===== src/rtl/run_length_detector.sv =====
// run_length_detector: Mealy run-length detector for a serial symbol stream.
// Ports: clk, reset (sync, active-high), clr (sync flush), din_valid, din[SYM_W]
//        -> dout_bit (same-cycle detect), run_len[CNT_W] (registered run count),
//        evt_cnt[EVT_W] (detection count, only with `RUN_DET_EVT_CNT_EN).
module run_length_detector #(
  parameter int unsigned SYM_W     = 1,
  parameter int unsigned RUN_LEN   = 3,
  parameter int unsigned CNT_W     = 4,
  parameter int unsigned RETRIGGER = 1,
  parameter int unsigned EVT_W     = 16
) (
  input  logic             clk,
  input  logic             reset,
  input  logic             clr,
  input  logic             din_valid,
  input  logic [SYM_W-1:0] din,
  output logic             dout_bit,
  output logic [CNT_W-1:0] run_len
`ifdef RUN_DET_EVT_CNT_EN
  ,
  output logic [EVT_W-1:0] evt_cnt
`endif
);

  typedef enum logic {
    IDLE = 1'b0,
    RUN  = 1'b1
  } state_e;

  localparam logic [CNT_W-1:0] CNT_MAX = {CNT_W{1'b1}};
  localparam logic [CNT_W-1:0] CNT_ONE = CNT_W'(1);
  localparam logic [CNT_W-1:0] THRESH  = CNT_W'(RUN_LEN);

  state_e           state_q, state_d;
  logic [SYM_W-1:0] sym_q, sym_d;
  logic [CNT_W-1:0] cnt_q, cnt_d;

  logic             match;
  logic             accept;
  logic             hit;
  logic [CNT_W-1:0] cnt_inc;
  logic [CNT_W-1:0] n_cnt;

  // Count the incoming symbol would give the run; shared by the
  // detect output and the state update so they can never disagree.
  always_comb begin
    match   = (state_q == RUN) && (din == sym_q);
    cnt_inc = (cnt_q == CNT_MAX) ? CNT_MAX : cnt_q + CNT_ONE;
    n_cnt   = match ? cnt_inc : CNT_ONE;
    accept  = !reset && !clr && din_valid;
  end

  // Retrigger compares >= so saturated runs keep firing; one-shot
  // compares == so a saturated run stays silent until it breaks.
  always_comb begin
    if (RETRIGGER != 0) begin
      hit = (n_cnt >= THRESH);
    end else begin
      hit = (n_cnt == THRESH);
    end
  end

  assign dout_bit = accept && hit;

  always_comb begin
    state_d = state_q;
    sym_d   = sym_q;
    cnt_d   = cnt_q;
    if (clr) begin
      state_d = IDLE;
      sym_d   = '0;
      cnt_d   = '0;
    end else if (din_valid) begin
      unique case (state_q)
        IDLE: begin
          state_d = RUN;
          sym_d   = din;
          cnt_d   = CNT_ONE;
        end
        RUN: begin
          state_d = RUN;
          sym_d   = din;
          cnt_d   = n_cnt;
        end
        default: begin
          state_d = IDLE;
          sym_d   = '0;
          cnt_d   = '0;
        end
      endcase
    end
  end

  always_ff @(posedge clk) begin
    if (reset) begin
      state_q <= IDLE;
      sym_q   <= '0;
      cnt_q   <= '0;
    end else begin
      state_q <= state_d;
      sym_q   <= sym_d;
      cnt_q   <= cnt_d;
    end
  end

  assign run_len = cnt_q;

`ifdef RUN_DET_EVT_CNT_EN
  logic [EVT_W-1:0] evt_q, evt_d;

  // Wraps modulo 2^EVT_W; clr deliberately leaves it alone.
  always_comb begin
    evt_d = evt_q;
    if (dout_bit) begin
      evt_d = evt_q + EVT_W'(1);
    end
  end

  always_ff @(posedge clk) begin
    if (reset) begin
      evt_q <= '0;
    end else begin
      evt_q <= evt_d;
    end
  end

  assign evt_cnt = evt_q;
`endif

endmodule


===== config.mk =====
export PLATFORM = sky130hd
export DESIGN_NAME = run_length_detector
export DESIGN_NICKNAME = d
export VERILOG_FILES = /design/src/rtl/run_length_detector.sv
export SDC_FILE = /design/constraint.sdc
export NUM_CORES = 1
export LEC_CHECK = 0
export ABC_AREA = 1
export CAP_MARGIN = 40
export CORE_AREA = 2 2 39 41
export DETAILED_ROUTE_END_ITERATION = 10
export DIE_AREA = 0 0 41 43
export RECOVER_POWER = 100
export SKIP_CTS_REPAIR_TIMING = 1
export SYNTH_ARGS = -nofsm -noshare
export SYNTH_HDL_FRONTEND = slang
export SYNTH_SLANG_ARGS = --single-unit

===== constraint.sdc =====
create_clock -name clk -period 3.05 [get_ports clk]
set_input_delay 0.915 -clock clk [delete_from_list [all_inputs] [get_ports clk]]
set_output_delay 0.915 -clock clk [all_outputs]
set_load 0.01 [all_outputs]

==> out/qor.json <==
{
  "power_and_ir_drop": {
    "power_leakage_uw": 0.000241,
    "vdd_drop_max_uv": 269,
    "finalPower_uw": 176,
    "power_density_nw_per_um2": 348
  },
  "synth": {
    "yosysWarningCount": 0,
    "yosysTopAreaCellShare": 0.372,
    "main_flop_type_after_synthesis": "dfxtp_1",
    "synth_sequential_area_ratio": 0.372,
    "postSynth.asyncResetShare": 0,
    "yosys.cell_types.count": 14,
    "mappedNetlistArea_um2": 323,
    "yosys.area.top_type": "dfxtp_1",
    "synthMostInstantiatedCell": "nand2_1",
    "synth_edf_count": 0,
    "ys_ff_latch": 6,
    "post_synth_inst_count": 47,
    "yosys-top-cells-count": "nand2_1, inv_1, dfxtp_1, nand3_1",
    "post_synthesis_area_per_instance_um2": 6.87,
    "syn_nets": 53,
    "ys_top_cells_by_area": "dfxtp_1, nand2_1, nand3_1"
  },
  "sta": {
    "worst_slew_pin_slew_ns": 0.246,
    "setup_violations": 0,
    "maxSlewHeadroom": 0.836,
    "grt_setup_unrepaired": "no",
    "timing_hold_violations_final": 0,
    "post-route-min-period_ns": 2.78,
    "setup_total_negative_slack_ns": 0,
    "drv_slew": 0,
    "final.setup_skew_ns": 0.00416,
    "timing.final.crit_share": 0.910,
    "fmax_mhz": 360
  },
  "global_route": {
    "pin_count_of_the_biggest_net_entering_global_routing": 7,
    "via_count_of_the_first_global_routing_pass": 313,
    "globalRoute.totalOverflow": 0,
    "track_usage": 0.117,
    "number_of_antenna_violations_at_the_first_check_in_global_routing": 0,
    "grt_first_pass_wirelength_um": 1350
  },
  "run": {
    "cap_violations": 0
  },
  "critical_path": {
    "critical_path_arrival_ns": 1.86,
    "crit_type": "in2out",
    "cp-end-kind": "primary output",
    "max_fo_critical_path": 2,
    "cp_data_required_time_ns": 2.13,
    "start_kind": "input pin"
  },
  "floorplan": {
    "die-height_um": 43,
    "floorplan.die.width_um": 41,
    "floorplan.die_area_um2": 1760,
    "io-pin-count": 10,
    "core_region_area_um2": 1380,
    "placementRows": 14,
    "initial_utilization": 0.233
  },
  "detailed_routing": {
    "routedWlPerCell_um": 9.96,
    "drc": 0,
    "drt_first_iter_violations": 10,
    "antenna_left": 0,
    "routed_via_count_divided_by_cell_count": 4.54,
    "first_pass_iters": 4,
    "routed_wl_um": 807,
    "vias": 368
  },
  "clocking": {
    "cts_inserted_buffers": 3,
    "worstSkewPairLatency_ns": 0.24,
    "cts_max_level": 1,
    "worst_setup_hold_path_clk_slew_ns": 0.04,
    "cts_tree": "done",
    "count_of_clock_tree_sinks": 6,
    "clockBufferDepth": 2,
    "cts-root-buf": "clkbuf_4"
  },
  "cells_and_area": {
    "final_net_count": 73,
    "syn_to_final_growth_pct": 56.6,
    "fin_cells": 81,
    "post_route_cells_drive_above_1_share": 0.185,
    "antenna-diode-count": 0
  },
  "place": {
    "port-buffer-count": 9,
    "number_of_placed_instances_taps_included": 78,
    "gpl.final_weighted_congestion": 0.724
  },
  "hold_path": {
    "hold_class": "reg2reg"
  },
  "status": {
    "run_status": "finished, final reports clean"
  }
}
==> layer usage <==
metal,GRT usage,up-vias,routed length (um)
li1,-,194,-
met1,0.139,161,344
met2,0.163,13,396
met3,0.0785,0,66
met4,0.0400,0,0
met5,0,-,0
==> cell usage in the layout, fill, tap and decap left out, types with 2 or more instances in the layout <==
cell,netlist,layout
nand2_1,11,10
inv_1,7,7
dfxtp_1,6,6
nand3_1,6,5
buf_4,0,5
o21ai_0,3,4
dlygate4sd3_1,0,4
nor2_1,3,3
a21oi_1,3,3
clkbuf_4,0,3
clkdlybuf4s50_1,0,3
nand3_2,1,2
clkbuf_1,0,2
==> per-stage QoR <==
| stage | utilization | hold slack [ns] | worst slack, ns | cell area, um2 |
|---|---|---|---|---|
| finish | 0.365 | 0.451 | 0.274 | 505 |
| global route | 0.365 | 0.493 | 0.212 | 505 |
| CTS | 0.362 | 0.461 | -0.351 | 500 |
| detailed placement | 0.345 | 0.451 | -0.347 | 478 |
| global placement | 0.345 | 0.444 | -0.371 | 478 |
| floorplan | - | 0.428 | 0.682 | 323 |
==> kinds of logic after synthesis <==
logic type	after synthesis	share of synthesized area
flops	6	0.372
simple gates	22	0.306
compound gates	10	0.174
buf+inv	7	0.0814
fa+ha+maj	1	0.0388
xor+xnor	1	0.0271
==> critical path, cell delays in order <==
cell	delay (ns)
clkdlybuf4s50_1	0.40
nor2_1	0.14
nand2_1	0.09
inv_1	0.09
nand2_1	0.05
inv_1	0.04
clkbuf_1	0.14
==> where the power goes <==
part           internal [uW]  switching, uW  leakage, uW
clock                   44.4           27.1    0.0000138
combinational           11.4           10.1     0.000178
sequential              81.0           1.94    0.0000489
==> sequential cells by signal, indices dropped and copies added (netlist names) <==
| name | flops |
|---|---|
| run_len | 4 |
| state_q | 1 |
| sym_q | 1 |
==> area by class of cell <==
cell class / count / area, um2
Sequential cell: 6 / 120
Inverter: 7 / 26.3
Timing Repair Buffer: 15 / 128
Tap cell: 16 / 20.0
Clock buffer: 3 / 22.5
Fill cell: 142 / 878
Multi-Input combinational cell: 34 / 189
==> path summary, 6_finish.rpt <==
check              from    endpoint  slack (ns)  depth (start not counted)
min reg2reg     state_q     state_q        0.45                          1
max                 clr    dout_bit        0.27                          7
max reg2reg  run_len[0]  run_len[2]        1.74                          6
min             state_q     state_q        0.45                          1
Power figures use the tool's default switching activity.
